--- config.mk ---
export PLATFORM = sky130hd
export DESIGN_NAME = game_timer_flat
export DESIGN_NICKNAME = d
export VERILOG_FILES = /design/src/rtl/game_timer_if.sv /design/src/rtl/game_timer.sv /design/src/flat_wrapper.sv
export SDC_FILE = /design/constraint.sdc
export NUM_CORES = 1
export LEC_CHECK = 0
export BUFFER_PORTS_ARGS = -buffer_cell sky130_fd_sc_hd__buf_2
export CORE_ASPECT_RATIO = 2
export CORE_MARGIN = 3
export CORE_UTILIZATION = 59
export CTS_CLUSTER_DIAMETER = 150
export CTS_CLUSTER_SIZE = 40
export DETAILED_ROUTE_END_ITERATION = 7
export HOLD_SLACK_MARGIN = 0.06
export PLACE_DENSITY = 0.83
export SYNTH_ARGS = -nofsm -noshare
export SYNTH_HDL_FRONTEND = slang
export SYNTH_SLANG_ARGS = --single-unit
--- constraint.sdc ---
create_clock -name clk -period 3 [get_ports clk]
set_input_delay 0.15 -clock clk [delete_from_list [all_inputs] [get_ports clk]]
set_output_delay 0.15 -clock clk [all_outputs]
set_load 0.03 [all_outputs]
--- src/rtl/game_timer_if.sv ---
// Signal bundle between the game timer and its surroundings: raw button and
// game-state status in, elapsed-time count and pulses out.
interface game_timer_if #(
    parameter int unsigned TIME_W = 11
);
    logic              btn_raw;
    logic              playerDied;
    logic              menuScreen;
    logic              winScreen;
    logic [TIME_W-1:0] game_time;
    logic              tick;
    logic              userSel;

    modport master (
        output btn_raw, playerDied, menuScreen, winScreen,
        input  game_time, tick, userSel
    );

    modport slave (
        input  btn_raw, playerDied, menuScreen, winScreen,
        output game_time, tick, userSel
    );
endinterface

--- src/rtl/game_timer.sv ---
// Game timer: prescaled, saturating game_time counter with clear/hold control
// from the sequencer and collision block, plus a synchronized, debounced
// single-pulse userSel from the raw push-button.
module game_timer #(
    parameter int unsigned TICK_DIV        = 2500000,
    parameter int unsigned DEBOUNCE_CYCLES = 250000,
    parameter int unsigned TIME_W          = 11
) (
    input logic         clk,
    input logic         reset,
    game_timer_if.slave bus
);
    localparam int unsigned PRESC_W = (TICK_DIV > 1) ? $clog2(TICK_DIV) : 1;
    localparam int unsigned DB_W    = (DEBOUNCE_CYCLES > 1) ? $clog2(DEBOUNCE_CYCLES) : 1;
    localparam logic [PRESC_W-1:0] PRESC_LAST = PRESC_W'(TICK_DIV - 1);
    localparam logic [DB_W-1:0]    DB_LAST    = DB_W'(DEBOUNCE_CYCLES - 1);
    localparam logic [TIME_W-1:0]  TIME_MAX   = '1;

    typedef enum logic [1:0] {
        MODE_CLEAR,
        MODE_HOLD,
        MODE_RUN
    } mode_t;

    mode_t             mode;
    logic [1:0]        sync_q;
    logic [1:0]        warm_q;
    logic              btn_s;
    logic              armed;
    logic [DB_W-1:0]   db_cnt;
    logic              stable;
    logic              stable_d;
    logic              user_sel_q;
    logic [PRESC_W-1:0] presc;
    logic [TIME_W-1:0] game_time_q;
    logic              tick_q;

    assign btn_s         = sync_q[1];
    assign bus.game_time = game_time_q;
    assign bus.tick      = tick_q;
    assign bus.userSel   = user_sel_q;

    // Timer mode decode: death and menu clear, win screen holds, else run.
    always_comb begin
        mode = MODE_RUN;
        if (bus.playerDied || bus.menuScreen) begin
            mode = MODE_CLEAR;
        end else if (bus.winScreen) begin
            mode = MODE_HOLD;
        end
    end

    // Two-flop synchronizer for the raw button; warm_q marks when btn_s
    // reflects a real sample rather than the reset value.
    always_ff @(posedge clk or posedge reset) begin
        if (reset) begin
            sync_q <= '0;
            warm_q <= '0;
        end else begin
            sync_q <= {sync_q[0], bus.btn_raw};
            warm_q <= {warm_q[0], 1'b1};
        end
    end

    // Debounce btn_s into stable and emit one userSel pulse per accepted press.
    // armed only sets once a genuine released level has been seen, so a button
    // held through reset cannot produce a pulse until it is released.
    always_ff @(posedge clk or posedge reset) begin
        if (reset) begin
            armed      <= 1'b0;
            db_cnt     <= '0;
            stable     <= 1'b0;
            stable_d   <= 1'b0;
            user_sel_q <= 1'b0;
        end else begin
            if (warm_q[1] && !btn_s) begin
                armed <= 1'b1;
            end
            if (btn_s != stable) begin
                if (db_cnt == DB_LAST) begin
                    stable <= btn_s;
                    db_cnt <= '0;
                end else begin
                    db_cnt <= db_cnt + 1'b1;
                end
            end else begin
                db_cnt <= '0;
            end
            stable_d   <= stable;
            user_sel_q <= armed & stable & ~stable_d;
        end
    end

    // Prescaler and saturating game_time; tick marks each real increment.
    always_ff @(posedge clk or posedge reset) begin
        if (reset) begin
            presc       <= '0;
            game_time_q <= '0;
            tick_q      <= 1'b0;
        end else begin
            case (mode)
                MODE_CLEAR: begin
                    presc       <= '0;
                    game_time_q <= '0;
                    tick_q      <= 1'b0;
                end
                MODE_HOLD: begin
                    tick_q <= 1'b0;
                end
                default: begin
                    if (presc == PRESC_LAST) begin
                        presc <= '0;
                        if (game_time_q != TIME_MAX) begin
                            game_time_q <= game_time_q + 1'b1;
                            tick_q      <= 1'b1;
                        end else begin
                            tick_q <= 1'b0;
                        end
                    end else begin
                        presc  <= presc + 1'b1;
                        tick_q <= 1'b0;
                    end
                end
            endcase
        end
    end
endmodule

--- src/flat_wrapper.sv ---
// flat-port wrapper written by rule: the top's interface ports become plain ports
module game_timer_flat 
#(
    parameter int unsigned TICK_DIV        = 2500000,
    parameter int unsigned DEBOUNCE_CYCLES = 250000,
    parameter int unsigned TIME_W          = 11
)
  (clk, reset, bus_btn_raw, bus_playerDied, bus_menuScreen, bus_winScreen, bus_game_time, bus_tick, bus_userSel);
  game_timer_if #(.TIME_W(TIME_W)) bus_i ();
  input logic clk;
  input logic reset;
  input wire logic [$bits(bus_i.btn_raw)-1:0] bus_btn_raw;
  input wire logic [$bits(bus_i.playerDied)-1:0] bus_playerDied;
  input wire logic [$bits(bus_i.menuScreen)-1:0] bus_menuScreen;
  input wire logic [$bits(bus_i.winScreen)-1:0] bus_winScreen;
  output wire logic [$bits(bus_i.game_time)-1:0] bus_game_time;
  output wire logic [$bits(bus_i.tick)-1:0] bus_tick;
  output wire logic [$bits(bus_i.userSel)-1:0] bus_userSel;
  assign bus_i.btn_raw = bus_btn_raw;
  assign bus_i.playerDied = bus_playerDied;
  assign bus_i.menuScreen = bus_menuScreen;
  assign bus_i.winScreen = bus_winScreen;
  assign bus_game_time = bus_i.game_time;
  assign bus_tick = bus_i.tick;
  assign bus_userSel = bus_i.userSel;
  game_timer #(.TICK_DIV(TICK_DIV), .DEBOUNCE_CYCLES(DEBOUNCE_CYCLES), .TIME_W(TIME_W)) u_core (.clk(clk), .reset(reset), .bus(bus_i));
endmodule
==> summary.txt <==
Floorplanning
  • Die X: about 56 um
  • # rows: 35
  • Die Ht: between 100 and 150 um
  • Die area: between 5000 and 6000 um^2
  • Core area: 4686 um^2
  • Num ports: 19
  • Initial Utilization: between 60% and 70%

STA
  • Max-slew headroom: roughly 41%
  • Final Hold Viols: 0
  • Clock Skew: around 10 ps
  • Final TNS setup: 0 ps
  • Max Slew Vio Count: 0
  • RSZ-0062 raised after global routing: no
  • Fmax: between 300 and 400 MHz
  • Final min period: ~2600 ps
  • Slew @ Worst Pin: approximately 900 ps
  • Number of setup violations in the final report: 0
  • Final WS setup: between 400 and 500 ps
  • Final Cycle Share: between 80% and 90%

Clocking
  • Total CTS buffers: 9
  • Setup Buffers After CTS: 0
  • Worst skew pair latency: between 300 and 400 ps
  • CTS tree: built
  • Worst-path clk slew: 70 ps
  • Hold_buf cts: 2
  • CTS resizes: 0
  • Clock root buffer: clkbuf_8
  • CTS H-tree lvls: 3
  • CTS max path bufs: 2
  • Clk sinks: 60

Routing
  • DR pass1 iterations: 5
  • # DRC: 0
  • DRT Wirelength: 5.926 mm
  • Drt wl/cell: around 16 um
  • Top sig layer: met4
  • Via count: 2283
  • Met2 wire length: between 3 and 4 mm
  • Metal3 WL: 202 um
  • Vias per std cell: about 6.0
  • Drt initial violations: between 50 and 60
  • Routed metal-1 wirelength: 2.308 mm
  • Post-route ant nets: 0

Critical path
  • CP Class: reg2reg
  • Crit-path max FO: 19
  • Reg2Reg Setup Slack: between 400 and 500 ps
  • Crit path required time: about 3300 ps
  • CP bufs+invs: 0
  • Worst path cell trace: or4_4 > nor4_4 > nand4b_2 > or4_1 > a21oi_1
  • Kind of cell adding the most delay to the critical path: simple AND/OR/NAND/NOR gates
  • CP startpoint kind: register
  • CP max stage delay: 550 ps
  • CP endpoint kind: register
  • CP arrival: between 2000 and 3000 ps
  • Slowest-stage cell, CP: or4_4

Min path
  • Hold/Removal Path Class: in2reg

Job
  • Max-cap violations: 0

Placement
  • Placement Setup Slack: between 400 and 500 ps
  • HPWL Detailed: about 4.1 mm
  • Gpl congestion: 0.8310
  • Port bufs: 18

Layout
  • Share of cells above drive strength 1: between 10% and 20%
  • Ant. Diodes: 0
  • Layout Nets: ~330
  • Layout area overhead: 12.27%

Power
  • P per Cell Area: a little under 500 nW/um^2
  • Leakage: 1.388 nW
  • Power Total: between 1.5 and 2 mW
  • IR drop worst, VDD: roughly 0.55 mV

Synth
  • FF+latch count, synth: 60
  • Number of synthesized flops with an enable pin: 0
  • Mapped Nets: ~300
  • Syn avg cell area: ~9.8 um^2
  • Top cell type's share of synthesized area: about half
  • Yosys top cell by area: dfrtp_1
  • Syn. warnings: 0
  • Mapped Area: between 2000 and 3000 um^2
  • Synth area leaders: dfrtp_1 52%, xor2_1 6.3%, nor2_1 5.7%, xnor2_1 4.2%, nand3_1 3.3%
  • Async SR Flop Fraction: 100.0%
  • Sequential share of the synthesized area: between 50% and 60%
  • Main synth FF type: dfrtp_1
  • Unique cell type count in the Yosys netlist: 40
  • Cell count after synthesis: 296

Outcome
  • Status: finished clean

GRT
  • First-pass GRT wire length: about 10 mm
  • Initial antenna violation count: 0
  • GRT overflow: 0
  • Largest net degree at the start of global routing: 38
  • Vias in the first global route: ~2300
  • GRT Total Usage: ~22%
[logic make-up after synthesis]
group | Yosys count | share of synthesized area (%)
AND/OR/NAND/NOR | 150 | 27.13
flip-flops | 60 | 51.68
XOR/XNOR | 35 | 10.55
AO/OA/AOI/OAI | 29 | 5.814
buffers and inverters | 15 | 2.239
adder cells (fa/ha/maj) | 4 | 1.723
multiplexers | 2 | 0.7321
other | 1 | 0.1291
[per-layer routing]
metal	GRT usage, %	vias up
met3	6.250	11
met4	10.96	0
met5	0	-
li1	-	1083
met2	39.07	57
met1	23.81	1132
[placed cells by master, fill, tap and decap left out, types with 2 or more instances in the layout]
cell type,instances
inv_1,6
or4_1,4
a21oi_1,11
nor2_1,44
clkinvlp_4,2
xnor2_1,14
buf_4,2
ha_1,4
o21ai_0,10
a31oi_1,2
or2_0,2
dfrtp_1,60
or3b_1,2
or3_1,7
buf_2,18
nor3_1,7
clkbuf_8,10
dlygate4sd3_1,2
xor2_1,21
nand2_1,23
nor4_1,8
nand3_1,19
and3_1,7
or2_2,3
nand4_1,15
clkinv_2,2
a22o_1,2
[cell type report]
| type | count | area (um^2) |
|---|---|---|
| Sequential cell | 60 | 1501 |
| Fill cell | 334 | 1424 |
| Multi-Input combinational cell | 221 | 1339 |
| Clock buffer | 10 | 137.6 |
| Timing Repair Buffer | 22 | 125.1 |
| Tap cell | 55 | 68.82 |
| Clock inverter | 6 | 63.81 |
| Inverter | 7 | 26.28 |
[cells in the mapped netlist (all sizes together), types with 5 or more instances]
library cell / instances
xnor2: 14
nand4: 15
nor3: 7
clkbuf: 6
or4: 5
and3: 7
xor2: 21
nand3: 19
nor4: 9
inv: 7
or3: 7
o21ai: 10
or2: 5
nand2: 23
nor2: 44
a21oi: 11
dfrtp: 60
[sequential cells by signal, indices dropped and copies added, names as in the netlist]
name                  count
u_core.stable_d           1
u_core.stable             1
u_core.bus.game_time     11
u_core.db_cnt            18
u_core.sync_q             2
u_core.bus.userSel        1
u_core.presc             22
u_core.bus.tick           1
u_core.warm_q             2
u_core.armed              1
[report_power, final]
part	internal, mW	switching, mW	leakage, nW
logic	0.0129	0.0350	0.469
registers	0.816	0.00602	0.821
clock network	0.404	0.327	0.0983
total	1.23	0.368	1.39
[worst min-delay path, cell delays in order]
cell     delay [ps]
buf_2           140
or3b_1          120
a21oi_1          60
[final timing paths]
| check | from | to | cells past startpoint |
|---|---|---|---|
| setup / recovery | u_core.presc[14] | u_core.bus.game_time[8] | 5 |
| hold / removal | bus_winScreen | u_core.bus.game_time[10] | 3 |
| setup reg to reg | u_core.presc[14] | u_core.bus.game_time[8] | 5 |
| hold reg to reg | u_core.sync_q[0] | u_core.sync_q[1] | 0 |
| max in group asynchronous | reset | u_core.presc[10] | 4 |
| min in group asynchronous | reset | u_core.warm_q[1] | 3 |
[per-stage QoR]
| stage | instance area [um^2] | hold slack (ps) | cells | utilization [%] |
|---|---|---|---|---|
| floorplan | 2905 | 181.4 | 296 | - |
| global placement | 3040 | 189.3 | 363 | 64.89 |
| detailed placement | 3040 | 204.2 | 363 | 64.89 |
| CTS | 3262 | 160.9 | 381 | 69.61 |
| global route | 3262 | 188.8 | 381 | 69.61 |
| finish | 3262 | 172.2 | 381 | 69.61 |
(Power assumes the default switching activity.)
